[src/rtl/pc_seq_pkg.sv]
// pc_seq_pkg: shared definitions for the program-counter sequencer.
//   - ADDR_W / OPC_W    : default PC/offset and opcode field widths
//   - seq_state_e       : sequencer state encoding (also exported on the debug state port)
//   - OP_*              : opcode constants decoded in the DECODE state
package pc_seq_pkg;

    localparam int unsigned ADDR_W = 12;
    localparam int unsigned OPC_W  = 4;

    typedef enum logic [2:0] {
        StFetch   = 3'd0,
        StDecode  = 3'd1,
        StExec    = 3'd2,
        StMemwait = 3'd3,
        StPcupd   = 3'd4,
        StHalt    = 3'd5
    } seq_state_e;

    localparam logic [OPC_W-1:0] OP_ALU = 4'h0;
    localparam logic [OPC_W-1:0] OP_LD  = 4'h1;
    localparam logic [OPC_W-1:0] OP_ST  = 4'h2;
    localparam logic [OPC_W-1:0] OP_JMP = 4'h3;
    localparam logic [OPC_W-1:0] OP_BEQ = 4'h4;
    localparam logic [OPC_W-1:0] OP_BLT = 4'h5;
    localparam logic [OPC_W-1:0] OP_HLT = 4'hF;

endpackage

[src/rtl/pc_seq_if.sv]
// pc_seq_if: bundle between the sequencer and its surroundings (IR/flags, memory, PC register).
//   inputs to sequencer : opcode, offset, zero_flag, neg_flag, mem_ready
//   outputs             : mem_read, mem_write, ir_load, pc_enable, pc_clear, addr_select,
//                         jump_offset, halted, state (+ err_timeout when PC_SEQ_WATCHDOG_EN)
//   modport master = sequencer side, modport slave = environment side.
interface pc_seq_if;
    import pc_seq_pkg::*;

    logic [OPC_W-1:0]  opcode;
    logic [ADDR_W-1:0] offset;
    logic              zero_flag;
    logic              neg_flag;
    logic              mem_ready;
    logic              mem_read;
    logic              mem_write;
    logic              ir_load;
    logic              pc_enable;
    logic              pc_clear;
    logic              addr_select;
    logic [ADDR_W-1:0] jump_offset;
    logic              halted;
    logic [2:0]        state;
`ifdef PC_SEQ_WATCHDOG_EN
    logic              err_timeout;
`endif

    modport master (
        input  opcode, offset, zero_flag, neg_flag, mem_ready,
`ifdef PC_SEQ_WATCHDOG_EN
        output err_timeout,
`endif
        output mem_read, mem_write, ir_load, pc_enable, pc_clear, addr_select, jump_offset,
        output halted, state
    );

    modport slave (
        output opcode, offset, zero_flag, neg_flag, mem_ready,
`ifdef PC_SEQ_WATCHDOG_EN
        input  err_timeout,
`endif
        input  mem_read, mem_write, ir_load, pc_enable, pc_clear, addr_select, jump_offset,
        input  halted, state
    );

endinterface

[src/rtl/pc_seq_branch_eval.sv]
// pc_seq_branch_eval: combinational branch decision.
//   opcode_i, zero_flag_i, neg_flag_i -> take_branch_o
//   JMP always taken; BEQ taken on zero flag; BLT taken on negative flag; others never.
module pc_seq_branch_eval
    import pc_seq_pkg::*;
(
    input  logic [OPC_W-1:0] opcode_i,
    input  logic             zero_flag_i,
    input  logic             neg_flag_i,
    output logic             take_branch_o
);

    always_comb begin
        take_branch_o = 1'b0;
        unique case (opcode_i)
            OP_JMP:  take_branch_o = 1'b1;
            OP_BEQ:  take_branch_o = zero_flag_i;
            OP_BLT:  take_branch_o = neg_flag_i;
            default: take_branch_o = 1'b0;
        endcase
    end

endmodule

[src/rtl/pc_sequencer.sv]
// pc_sequencer: fetch/decode/execute controller for the 12-bit PC datapath.
//   clk   : clock, all state changes on the rising edge
//   clear : asynchronous active-high reset
//   bus   : pc_seq_if.master (IR opcode/offset, flags, memory handshake, PC controls, debug)
// All outputs are registered so the negedge-sampled PC register sees stable values.
// Optional build macro PC_SEQ_WATCHDOG_EN adds a mem_ready wait watchdog and err_timeout.
module pc_sequencer
    import pc_seq_pkg::*;
#(
    parameter int unsigned TIMEOUT_CYCLES = 15
) (
    input logic      clk,
    input logic      clear,
    pc_seq_if.master bus
);

    seq_state_e        state_q, state_d;
    logic              mem_read_q, mem_read_d;
    logic              mem_write_q, mem_write_d;
    logic              ir_load_q, ir_load_d;
    logic              pc_enable_q, pc_enable_d;
    logic              pc_clear_q, pc_clear_d;
    logic              addr_select_q, addr_select_d;
    logic [ADDR_W-1:0] jump_offset_q, jump_offset_d;
    logic              halted_q, halted_d;
    logic              take_branch;
    logic              mem_ack;

`ifdef PC_SEQ_WATCHDOG_EN
    localparam int unsigned WaitW = $clog2(TIMEOUT_CYCLES + 1);
    logic [WaitW-1:0] wait_q, wait_d;
    logic             err_timeout_q, err_timeout_d;
`endif

    pc_seq_branch_eval u_branch_eval (
        .opcode_i      (bus.opcode),
        .zero_flag_i   (bus.zero_flag),
        .neg_flag_i    (bus.neg_flag),
        .take_branch_o (take_branch)
    );

    // A request counts only if the strobe was already high when mem_ready is sampled.
    assign mem_ack = (mem_read_q | mem_write_q) & bus.mem_ready;

    always_comb begin
        state_d       = state_q;
        mem_read_d    = 1'b0;
        mem_write_d   = 1'b0;
        ir_load_d     = 1'b0;
        pc_enable_d   = 1'b0;
        pc_clear_d    = 1'b0;
        addr_select_d = 1'b0;
        jump_offset_d = '0;
        halted_d      = 1'b0;

        unique case (state_q)
            StFetch: begin
                if (mem_ack) begin
                    state_d   = StDecode;
                    ir_load_d = 1'b1;
                end else begin
                    mem_read_d = 1'b1;
                end
            end
            StDecode: begin
                unique case (bus.opcode)
                    OP_LD: begin
                        state_d    = StMemwait;
                        mem_read_d = 1'b1;
                    end
                    OP_ST: begin
                        state_d     = StMemwait;
                        mem_write_d = 1'b1;
                    end
                    OP_JMP, OP_BEQ, OP_BLT: begin
                        // Flags and offset are captured here for the PCUPD cycle.
                        state_d       = StPcupd;
                        pc_enable_d   = 1'b1;
                        addr_select_d = take_branch;
                        jump_offset_d = take_branch ? bus.offset : '0;
                    end
                    OP_HLT: begin
                        state_d  = StHalt;
                        halted_d = 1'b1;
                    end
                    default: state_d = StExec;
                endcase
            end
            StExec: begin
                state_d     = StPcupd;
                pc_enable_d = 1'b1;
            end
            StMemwait: begin
                if (mem_ack) begin
                    state_d     = StPcupd;
                    pc_enable_d = 1'b1;
                end else begin
                    mem_read_d  = mem_read_q;
                    mem_write_d = mem_write_q;
                end
            end
            StPcupd: begin
                state_d    = StFetch;
                mem_read_d = 1'b1;
            end
            StHalt:  halted_d = 1'b1;
            default: state_d = StFetch;
        endcase

`ifdef PC_SEQ_WATCHDOG_EN
        wait_d        = '0;
        err_timeout_d = err_timeout_q;
        if ((state_q == StFetch || state_q == StMemwait) && state_d == state_q) begin
            if (wait_q == WaitW'(TIMEOUT_CYCLES - 1)) begin
                state_d       = StHalt;
                mem_read_d    = 1'b0;
                mem_write_d   = 1'b0;
                halted_d      = 1'b1;
                err_timeout_d = 1'b1;
            end else begin
                wait_d = wait_q + 1'b1;
            end
        end
`endif
    end

    always_ff @(posedge clk or posedge clear) begin
        if (clear) begin
            state_q       <= StFetch;
            mem_read_q    <= 1'b0;
            mem_write_q   <= 1'b0;
            ir_load_q     <= 1'b0;
            pc_enable_q   <= 1'b0;
            pc_clear_q    <= 1'b1;
            addr_select_q <= 1'b0;
            jump_offset_q <= '0;
            halted_q      <= 1'b0;
        end else begin
            state_q       <= state_d;
            mem_read_q    <= mem_read_d;
            mem_write_q   <= mem_write_d;
            ir_load_q     <= ir_load_d;
            pc_enable_q   <= pc_enable_d;
            pc_clear_q    <= pc_clear_d;
            addr_select_q <= addr_select_d;
            jump_offset_q <= jump_offset_d;
            halted_q      <= halted_d;
        end
    end

`ifdef PC_SEQ_WATCHDOG_EN
    always_ff @(posedge clk or posedge clear) begin
        if (clear) begin
            wait_q        <= '0;
            err_timeout_q <= 1'b0;
        end else begin
            wait_q        <= wait_d;
            err_timeout_q <= err_timeout_d;
        end
    end

    assign bus.err_timeout = err_timeout_q;
`endif

    assign bus.state       = state_q;
    assign bus.mem_read    = mem_read_q;
    assign bus.mem_write   = mem_write_q;
    assign bus.ir_load     = ir_load_q;
    assign bus.pc_enable   = pc_enable_q;
    assign bus.pc_clear    = pc_clear_q;
    assign bus.addr_select = addr_select_q;
    assign bus.jump_offset = jump_offset_q;
    assign bus.halted      = halted_q;

endmodule

[src/flat_wrapper.sv]
// flat-port wrapper written by rule: the top's interface ports become plain ports
module pc_sequencer_flat import pc_seq_pkg::*;
#(
    parameter int unsigned TIMEOUT_CYCLES = 15
)
  (clk, clear, bus_opcode, bus_offset, bus_zero_flag, bus_neg_flag, bus_mem_ready, bus_mem_read, bus_mem_write, bus_ir_load, bus_pc_enable, bus_pc_clear, bus_addr_select, bus_jump_offset, bus_halted, bus_state);
  pc_seq_if bus_i ();
  input logic clk;
  input logic clear;
  input wire logic [$bits(bus_i.opcode)-1:0] bus_opcode;
  input wire logic [$bits(bus_i.offset)-1:0] bus_offset;
  input wire logic [$bits(bus_i.zero_flag)-1:0] bus_zero_flag;
  input wire logic [$bits(bus_i.neg_flag)-1:0] bus_neg_flag;
  input wire logic [$bits(bus_i.mem_ready)-1:0] bus_mem_ready;
  output wire logic [$bits(bus_i.mem_read)-1:0] bus_mem_read;
  output wire logic [$bits(bus_i.mem_write)-1:0] bus_mem_write;
  output wire logic [$bits(bus_i.ir_load)-1:0] bus_ir_load;
  output wire logic [$bits(bus_i.pc_enable)-1:0] bus_pc_enable;
  output wire logic [$bits(bus_i.pc_clear)-1:0] bus_pc_clear;
  output wire logic [$bits(bus_i.addr_select)-1:0] bus_addr_select;
  output wire logic [$bits(bus_i.jump_offset)-1:0] bus_jump_offset;
  output wire logic [$bits(bus_i.halted)-1:0] bus_halted;
  output wire logic [$bits(bus_i.state)-1:0] bus_state;
  assign bus_i.opcode = bus_opcode;
  assign bus_i.offset = bus_offset;
  assign bus_i.zero_flag = bus_zero_flag;
  assign bus_i.neg_flag = bus_neg_flag;
  assign bus_i.mem_ready = bus_mem_ready;
  assign bus_mem_read = bus_i.mem_read;
  assign bus_mem_write = bus_i.mem_write;
  assign bus_ir_load = bus_i.ir_load;
  assign bus_pc_enable = bus_i.pc_enable;
  assign bus_pc_clear = bus_i.pc_clear;
  assign bus_addr_select = bus_i.addr_select;
  assign bus_jump_offset = bus_i.jump_offset;
  assign bus_halted = bus_i.halted;
  assign bus_state = bus_i.state;
  pc_sequencer #(.TIMEOUT_CYCLES(TIMEOUT_CYCLES)) u_core (.clk(clk), .clear(clear), .bus(bus_i));
endmodule
[config.mk]
export PLATFORM = sky130hd
export DESIGN_NAME = pc_sequencer_flat
export DESIGN_NICKNAME = d
export VERILOG_FILES = /design/src/rtl/pc_seq_pkg.sv /design/src/rtl/pc_seq_if.sv /design/src/rtl/pc_seq_branch_eval.sv /design/src/rtl/pc_sequencer.sv /design/src/flat_wrapper.sv
export SDC_FILE = /design/constraint.sdc
export NUM_CORES = 1
export LEC_CHECK = 0
export CAP_MARGIN = 30
export CELL_PAD_IN_SITES_DETAIL_PLACEMENT = 0
export CELL_PAD_IN_SITES_GLOBAL_PLACEMENT = 2
export CORE_MARGIN = 8
export CORE_UTILIZATION = 27
export DETAILED_ROUTE_END_ITERATION = 7
export GPL_TIMING_DRIVEN = 0
export HOLD_SLACK_MARGIN = 0.12
export PLACE_DENSITY = 0.93
export SLEW_MARGIN = 20
export SYNTH_ARGS = -nofsm -noshare
export SYNTH_HDL_FRONTEND = slang
export SYNTH_SLANG_ARGS = --single-unit
[constraint.sdc]
create_clock -name clk -period 2.2 [get_ports clk]
set_input_delay 0.22 -clock clk [delete_from_list [all_inputs] [get_ports clk]]
set_output_delay 0.22 -clock clk [all_outputs]
set_load 0.05 [all_outputs]
== Yosys cells after proc, flatten, opt, wreduce, memory -nomap -nowiden ==
Index checks and enable logic that the tools add are counted.
Operators by class
  eq/ne operators: 13
  mux-type cells: 22
  reductions and logical operators: 4
  bitwise logic cells: 3
Operators with widths (number)
  12-bit 2-to-1 mux: 3
  3-bit case mux with 5 select lines: 1
  1-bit 2-to-1 mux: 10
  3-bit case mux with 3 select lines: 1
  4-bit by 2-bit equality test with 1-bit output, second input constant: 2
  4-bit by 3-bit equality test with 1-bit output, second input constant: 2
  3-bit by 2-bit equality test with 1-bit output, second input constant: 2
  3-bit equality test, second input constant: 2
  3-bit 2-to-1 mux: 2
  1-bit case mux with 3 select lines: 2
  4-bit by 1-bit equality test with 1-bit output, second input constant: 1
  4-bit equality test, second input constant: 1
  2-bit by 1-bit != test with 1-bit output, second input constant: 2
  1-bit case mux with 2 select lines: 2
  1-bit case mux with 4 select lines: 1
  3-bit by 1-bit equality test with 1-bit output, second input constant: 1
  3-bit zero test: 1
  3-bit AND reduction: 1
  3-bit OR reduction: 1
  2-bit OR reduction: 1
  1-bit bitwise AND: 1
  1-bit inverter: 1
  1-bit OR: 1
Word-level totals
  register bits after elaboration: 22
  logic and storage cells: 51
  output and inout port bits: 22

== Logic depth before layout (Yosys ltp) ==
Gate-level depths: netlist (run 1).
  depth after elaboration: 5
  gate-level depth with buffers: 5
  depth with buffers taken out: 3

== Modules after synthesis ==
Synthesis (run 1) repeated with hierarchy kept, for this count alone.
Second synthesis, totals
  cells, all modules: 76
  area, all modules: 944.7 sq um
Modules (own cells, without submodules)
  pc_sequencer: times used 1, sequential area each 551.8 sq um, cells an instance 72, area each 910.9 sq um
  pc_seq_branch_eval: times used 1, sequential area each 0.0 sq um, cells an instance 4, area each 33.8 sq um

== Least setup slack after synthesis (run 1) ==
OpenSTA, ideal clock, no wires.
  path type: register -> register
  start point: reg u_core.state_q[2] (netlist: u_core.bus.state[2])
  end point: reg u_core.jump_offset_q[10] (netlist: u_core.bus.jump_offset[10])
  cell stages (with the launch flop): 6
  arrival time: 1.496 ns
  path buffers: 2
  setup time: 0.087 ns
  data required time: 2.113 ns
  path slack: 0.617 ns
  cells stage by stage: dfrtp_1 > buf_2 > nor3b_4 > o211ai_4 > buf_6 > a211oi_2
Between the ends
  cells in the longest elaborated chain, start to end: 2
RTL lines
  start, declared: line pc_sequencer.sv:17  | seq_state_e state_q, state_d;
  start signal, assigned: line pc_sequencer.sv:129  | state_q <= StFetch;
  start signal, assigned: line pc_sequencer.sv:139  | state_q <= state_d;
  3-bit by 1-bit equality test with 1-bit output: line pc_sequencer.sv:56  | unique case (state_q)
  12-bit 2-to-1 mux: line pc_sequencer.sv:56
  net u_core.jump_offset_d[10]: line pc_sequencer.sv:24  | logic [ADDR_W-1:0] jump_offset_q, jump_offset_d;
  end signal, assigned: line pc_sequencer.sv:146  | jump_offset_q <= jump_offset_d;
  end, declared: line pc_sequencer.sv:24
The timed path passes the listed nets, and every way through them passes these cells.
A chain may end at the register's enable or synchronous reset.

== Worst setup path after layout (run 1) ==
  start point: reg u_core.state_q[1] (netlist: u_core.bus.state[1])
  end point: out bus_state[1]
RTL lines
  end, declared: line flat_wrapper.sv:23  | output wire logic [$bits(bus_i.state)-1:0] bus_state;
No word-level cell between the ends.

==> results of run 1 <==
cells in the mapped netlist:
cell type,count,area share (%)
a2bb2oi_1,1,0.82
inv_1,17,6.0
mux2i_1,1,0.94
nor4b_1,1,0.82
o211ai_4,1,2.0
nand2b_1,1,0.59
nand2_1,4,1.4
o211ai_1,1,0.71
o22ai_1,1,0.59
and3b_1,2,1.6
buf_6,2,2.1
a32o_1,1,0.94
nor2b_1,4,2.4
a21oi_1,2,0.94
a211oi_2,8,9.4
o21ai_1,1,0.47
buf_2,4,1.9
a31o_2,1,0.82
nor3b_4,1,1.8
a41o_1,1,0.94
o211ai_2,1,1.2
o31ai_1,1,0.71
nor4_1,1,0.59
a211o_1,1,0.82
nor3b_1,1,0.71
nor2_1,2,0.71
dfrtp_1,21,49
conb_1,1,0.35
xor2_1,1,0.82
and2_1,1,0.59
nand4_1,1,0.59
dfstp_2,1,2.5
o21ai_0,2,0.94
a211oi_1,4,2.8
through the flow:
| stage | power (mW) | setup slack (ns) | cell area, um^2 | cells | util [%] |
|---|---|---|---|---|---|
| after floorplan | 0.880 | 0.617 | 1060 | 94 | - |
| after global placement | 1.06 | 0.547 | 1530 | 184 | 39.3 |
| after detailed placement | 1.07 | 0.513 | 1530 | 184 | 39.3 |
| after CTS | 1.46 | 0.278 | 1600 | 188 | 41.1 |
| after global routing | 1.51 | 0.226 | 1600 | 188 | 41.1 |
| final | 1.43 | 0.310 | 1600 | 188 | 41.1 |
how the worst max path moves through the flow:
| stage | from | end | depth (start not counted) |
|---|---|---|---|
| final | u_core.bus.state[1]$_DFFE_PP0P_ | bus_state[1] | 1 |
| after global routing | u_core.bus.state[1]$_DFFE_PP0P_ | bus_state[1] | 1 |
| after CTS | u_core.bus.state[1]$_DFFE_PP0P_ | bus_state[1] | 1 |
| after detailed placement | bus_opcode[2] | u_core.bus.jump_offset[9]$_DFF_PP0_ | 5 |
| after global placement | bus_opcode[2] | u_core.bus.jump_offset[4]$_DFF_PP0_ | 5 |
| after floorplan | u_core.bus.state[2]$_DFFE_PP0P_ | u_core.bus.jump_offset[10]$_DFF_PP0_ | 5 |
cell families after synthesis:
family | Yosys count | share of synthesized area (%)
flops | 22 | 51.9
simple gates | 19 | 11.8
xor+xnor | 1 | 0.825
compound gates | 27 | 24.1
mux | 1 | 0.942
other cells | 1 | 0.353
buf+inv | 23 | 10.0
routing by layer:
| metal | share of wire, % | up-vias | track usage [%] |
|---|---|---|---|
| met5 | 0 | - | 0 |
| met4 | 0.56 | 0 | 1.11 |
| met3 | 12 | 2 | 4.85 |
| met2 | 44 | 33 | 13.4 |
| met1 | 44 | 396 | 9.25 |
| li1 | - | 409 | - |
power by group:
group,internal [mW],total [mW],switching (mW)
clock,0.243,0.371,0.128
sequential,0.457,0.512,0.0546
combinational,0.205,0.547,0.342
worst reg2reg max path, delay by kind of cell, from the launching register on:
kind	cells	cell delay (ns)
AO/OA/AOI/OAI	2	0.55
flip-flops	1	0.41
AND/OR/NAND/NOR	1	0.44
layout make-up:
cell class	count	share of cell area [%]
Clock inverter	1	1.88
Inverter	17	4.00
Sequential cell	22	34.6
Clock buffer	3	2.59
Timing Repair Buffer	40	25.1
Buffer	6	2.66
Multi-Input combinational cell	49	25.3
Tap cell	50	3.92
==> summary.md, run 1 <==
| Metric | Value |
|---|---|
| Status | `complete, no violations` |
| Worst slew pin tran | `0.798 ns` |
| Critical Path Sink Type | `output port` |
| Clock Latency Late Sink | `0.26 ns` |
| Startpoint Class | `register` |
| GRT Residual Overflow | `0` |
| Synth warn | `0` |
| Max-slew violations | `0` |
| Area delta synth->final | `50.3%` |
| Maxcap violations | `0` |
| # nets final | `160` |
| Fillers | `393` |
| Initial Utilization | `27.3%` |
| Worst Path Arrival | `1.67 ns` |
| Worst-case reg-to-reg path depth | `3` |
| Crit path largest cell delay | `0.88 ns` |
| RR Startpoint | `u_core.bus.mem_write$_DFFE_PP0P_` |
| Hold_sp | `bus_opcode[0]` |
| Root Buffer | `clkbuf_8` |
| Max Clk Rate | `529 MHz` |
| Setup CP Type | `reg2out` |
| Flops & latches, synth | `22` |
| Peak supply drop | `0.839 mV` |
| First-pass GRT wire length | `4150 um` |
| Reg2reg end | `u_core.bus.mem_write$_DFFE_PP0P_` |
| Setup violators final | `0` |
| WL/cell | `13.4 um` |
| Worst hold path endpoint | `u_core.bus.jump_offset[1]$_DFF_PP0_` |
| Minimum clock period | `1.89 ns` |
| Post-detail-place hpwl | `1970 um` |
| Initial antenna violation count | `0` |
| Most frequent cells in the layout | `40 x clkdlybuf4s50_1, 21 x dfrtp_1, 17 x inv_1` |
| Final hold vios | `0` |
| RSZ-0062 raised after global routing | `no` |
| Reg area | `552 um^2` |
| R2R setup slack | `0.75 ns` |
| Initial DRC Count | `25` |
| Sequential area share after synthesis | `51.9%` |
| Max reg flops | `12` |
| Hold buffers post-CTS | `0` |
| DR pass1 iterations | `4` |
| Total number of H-tree levels | `1` |
| Cell area after synthesis | `0.00106 mm^2` |
| Sink Count | `22` |
| # diodes | `0` |
| Post-Route Setup TNS | `0 ns` |
| TritonCTS clock tree | `yes` |
| Max transition margin | `46.7%` |
| Die Wd | `78.7 um` |
| Max stage delay cell, worst path | `clkdlybuf4s50_1` |
| Clk pin slew, worst setup/hold paths | `0.08 ns` |
| DIE AREA | `0.00620 mm^2` |
| Power Density | `896 mW/mm^2` |
| Total CTS buffers | `3` |
| Remaining antenna violation count | `0` |
| Area of the multi-input gates | `404 um^2` |
| Min-Delay Path Depth | `3` |
| CTS Buffer Depth | `2` |
| Post-CTS Setup Inserts | `0` |
| Num rows | `23` |
| Crit path max fanout | `9` |
| Hold slack | `0.336 ns` |
| Post-Syn Instances | `94` |
| Share of cells above drive strength 1 | `16.7%` |
| Critical Path, Cell by Cell | `clkdlybuf4s50_1` |
| Vias post-DR | `840` |
| Worst hold path type | `in2reg` |
| CP required | `1.98 ns` |
| Clock Skews | `0.00345 ns` |
| Die H | `78.7 um` |
| Top cell family by delay on the critical path | `buffers and inverters` |
| Vias in the first global route | `840` |
| Largest net degree at the start of global routing | `23` |
| Via-to-Cell Ratio | `4.47` |
| Syn_nets | `115` |
| Fin crit share | `85.9%` |
| Overall Global Routing Usage | `8.21%` |
| Core ar. | `0.00388 mm^2` |
| Drc violations | `0` |
| # IOs | `43` |
| Gpl congestion | `0.767` |
| Port Buffers | `40` |
| CP bufs+invs | `1` |
| Syn_area_per_cell | `11.3 um^2` |
| Post-synth cell types | `34` |
| WL final | `2510 um` |
| Commonest non-fill, non-tap cell in the layout | `clkdlybuf4s50_1` |
| Leakage | `0.704 nW` |
| # resized after CTS | `0` |
No activity file was read; power rests on OpenSTA's default activity.
==> inputs of run 2 (changes only) <==
--- a/config.mk
+++ b/config.mk
@@ -8,7 +8,7 @@
 export CAP_MARGIN = 30
 export CELL_PAD_IN_SITES_DETAIL_PLACEMENT = 0
 export CELL_PAD_IN_SITES_GLOBAL_PLACEMENT = 2
-export CORE_MARGIN = 8
+export CORE_MARGIN = 2
 export CORE_UTILIZATION = 27
 export DETAILED_ROUTE_END_ITERATION = 7
 export GPL_TIMING_DRIVEN = 0
==> run 2 against run 1 <==
Compared with the run above:
- register-to-register slack better by 0.02 ns
- non-clock buffer count unchanged
- clock power down 25%
- clock skew down 0.0012 ns
- first-iteration DRC count down 8.0%
==> summary.md, run 2 (synthesis results as in run 1) <==
| Metric | Value |
|---|---|
| Status | `complete, no violations (unchanged)` |
| Initial Utilization | `28.6% (was 27.3%)` |
| Vias in the first global route | `786 (was 840)` |
| WL/cell | `11.4 um (was 13.4 um)` |
| CP bufs+invs | `1 (unchanged)` |
| Dpl cell area | `0.00152 mm^2 (was 0.00153 mm^2)` |
| Area delta synth->final | `48.5% (was 50.3%)` |
| Die Wd | `66.7 um (was 78.7 um)` |
| DR pass1 iterations | `4 (unchanged)` |
| Maxcap violations | `0 (unchanged)` |
| Area of the multi-input gates | `404 um^2 (unchanged)` |
| Drc violations | `0 (unchanged)` |
| Met2 wire len | `1100 um (was 1090 um)` |
| Peak supply drop | `0.264 mV (was 0.839 mV)` |
| Top cell family by delay on the critical path | `buffers and inverters (unchanged)` |
| CP required | `1.98 ns (about the same)` |
| Crit path largest cell delay | `0.87 ns (was 0.88 ns)` |
| Crit path max fanout | `9 (unchanged)` |
| Fin crit share | `85.5% (was 85.9%)` |
| Setup violators final | `0 (unchanged)` |
| Post-Route Setup TNS | `0 ns (unchanged)` |
| Gpl congestion | `0.841 (was 0.767)` |
| Total number of H-tree levels | `1 (unchanged)` |
| Design Power | `1.32 mW (was 1.43 mW)` |
| Largest net degree at the start of global routing | `23 (unchanged)` |
| Worst hold path type | `in2reg (unchanged)` |
| Initial DRC Count | `23 (was 25)` |
| Via-to-Cell Ratio | `4.44 (was 4.47)` |
| Post-CTS Setup Inserts | `0 (unchanged)` |
| Root Buffer | `clkbuf_8 (unchanged)` |
| Remaining antenna violation count | `0 (unchanged)` |
| Die H | `66.7 um (was 78.7 um)` |
| CTS Buffer Depth | `2 (unchanged)` |
| # diodes | `0 (unchanged)` |
| Leakage | `0.697 nW (was 0.704 nW)` |
| Met3 WL | `90 um (was 305 um)` |
| # nets final | `160 (unchanged)` |
| Hold buffers post-CTS | `0 (unchanged)` |
| Share of cells above drive strength 1 | `16.7% (unchanged)` |
| Core ar. | `0.00372 mm^2 (was 0.00388 mm^2)` |
| Most frequent cells in the layout | `40 x clkdlybuf4s50_1, 21 x dfrtp_1, 17 x inv_1 (unchanged)` |
| Hold slack | `0.340 ns (was 0.336 ns)` |
| Setup CP Type | `reg2out (unchanged)` |
| Fillers | `382 (was 393)` |
| Worst-case reg-to-reg path depth | `5 (was 3)` |
| Top sig layer | `met4 (unchanged)` |
| Max transition margin | `47.3% (was 46.7%)` |
| Post-detail-place hpwl | `1670 um (was 1970 um)` |
| Critical Path, Cell by Cell | `clkdlybuf4s50_1 (unchanged)` |
| Worst slew pin tran | `0.790 ns (was 0.798 ns)` |
| Power Density | `839 mW/mm^2 (was 896 mW/mm^2)` |
| Max stage delay cell, worst path | `clkdlybuf4s50_1 (unchanged)` |
| First-pass GRT wire length | `3530 um (was 4150 um)` |
| Max reg flops | `12 (unchanged)` |
| Overall Global Routing Usage | `10.3% (was 8.21%)` |
| Commonest non-fill, non-tap cell in the layout | `clkdlybuf4s50_1 (unchanged)` |
| Minimum clock period | `1.88 ns (was 1.89 ns)` |
| Share of the core filled with cells | `42.5% (was 41.1%)` |
| Port Buffers | `40 (unchanged)` |
| Vias post-DR | `825 (was 840)` |
| Final hold vios | `0 (unchanged)` |
| Clk pin slew, worst setup/hold paths | `0.08 ns (about the same)` |
| WL final | `2130 um (was 2510 um)` |
| Worst hold path endpoint | `u_core.bus.jump_offset[11]$_DFF_PP0_ (was u_core.bus.jump_offset[1]$_DFF_PP0_)` |
| Initial antenna violation count | `0 (unchanged)` |
| TritonCTS clock tree | `yes (unchanged)` |
| RR Startpoint | `u_core.bus.state[2]$_DFFE_PP0P_ (was u_core.bus.mem_write$_DFFE_PP0P_)` |
| # resized after CTS | `0 (unchanged)` |
| Clock Skews | `0.00224 ns (was 0.00345 ns)` |
| Design area | `0.00158 mm^2 (was 0.00160 mm^2)` |
| Max-slew violations | `0 (unchanged)` |
| Max Clk Rate | `532 MHz (was 529 MHz)` |
| Reg area | `552 um^2 (unchanged)` |
| DIE AREA | `0.00445 mm^2 (was 0.00620 mm^2)` |
| RSZ-0062 raised after global routing | `no (unchanged)` |
| Critical Path Sink Type | `output port (unchanged)` |
| Min-Delay Path Depth | `3 (unchanged)` |
| # IOs | `43 (unchanged)` |
| Total CTS buffers | `3 (unchanged)` |
| M1 WL | `927 um (was 1100 um)` |
| Reg2reg end | `u_core.bus.jump_offset[4]$_DFF_PP0_ (was u_core.bus.mem_write$_DFFE_PP0P_)` |
| R2R setup slack | `0.77 ns (was 0.75 ns)` |
| Hold_sp | `bus_opcode[0] (unchanged)` |
| Clock Latency Late Sink | `0.25 ns (was 0.26 ns)` |
| Startpoint Class | `register (unchanged)` |
| Sink Count | `22 (unchanged)` |
| Num rows | `22 (was 23)` |
| GRT Residual Overflow | `0 (unchanged)` |
| Worst Path Arrival | `1.66 ns (was 1.67 ns)` |
## run 2: changes by cell type in the layout (fill, tap and decap cells not counted)
cell       delta
bufinv_16     -1
clkbuf_8      +1
## run 2: worst max-delay path by stage
stage          cells after the start                       startpoint                              endpoint
6_report                           1  u_core.bus.state[1]$_DFFE_PP0P_                          bus_state[1]
5_1_grt                            1  u_core.bus.state[1]$_DFFE_PP0P_                          bus_state[1]
2_1_floorplan                      5  u_core.bus.state[2]$_DFFE_PP0P_  u_core.bus.jump_offset[10]$_DFF_PP0_
3_5_place_dp                       5                    bus_opcode[2]   u_core.bus.jump_offset[7]$_DFF_PP0_
3_3_place_gp                       5                    bus_opcode[2]   u_core.bus.jump_offset[3]$_DFF_PP0_
4_1_cts                            1  u_core.bus.state[1]$_DFFE_PP0P_                          bus_state[1]
## run 2: tightest hold or removal path, delay by kind of cell
kind | cells | cell delay [ns]
buffers and inverters | 1 | 0.15
AOI/OAI and AO/OA | 2 | 0.19
## run 2: final cells by class
class	count	share of cell area (%)
tap	48	3.81
timing repair buffer	40	25.4
buffer	6	2.70
clock buffer	4	3.49
inverter	17	4.04
multi-input combinational	49	25.6
sequential	22	35.0
## run 2: metrics by stage
stage,cells,worst slack (ns)
global route,186,0.266
global placement,182,0.552
detailed placement,182,0.500
finish,186,0.320
CTS,186,0.311
floorplan,94,0.617
## run 2: report_power, final
| part | leakage, nW | switching [mW] | internal, mW | total [mW] |
|---|---|---|---|---|
| Clock | 0.0288 | 0.119 | 0.159 | 0.278 |
| Sequential | 0.298 | 0.0512 | 0.457 | 0.508 |
| Combinational | 0.370 | 0.333 | 0.205 | 0.538 |
| Total | 0.697 | 0.503 | 0.821 | 1.32 |
## run 2: per-layer routing
metal | GRT usage [%] | vias up
met1 | 13.2 | 392
met4 | 3.06 | 0
met2 | 17.9 | 19
met3 | 1.52 | 2
met5 | 0 | -
li1 | - | 412
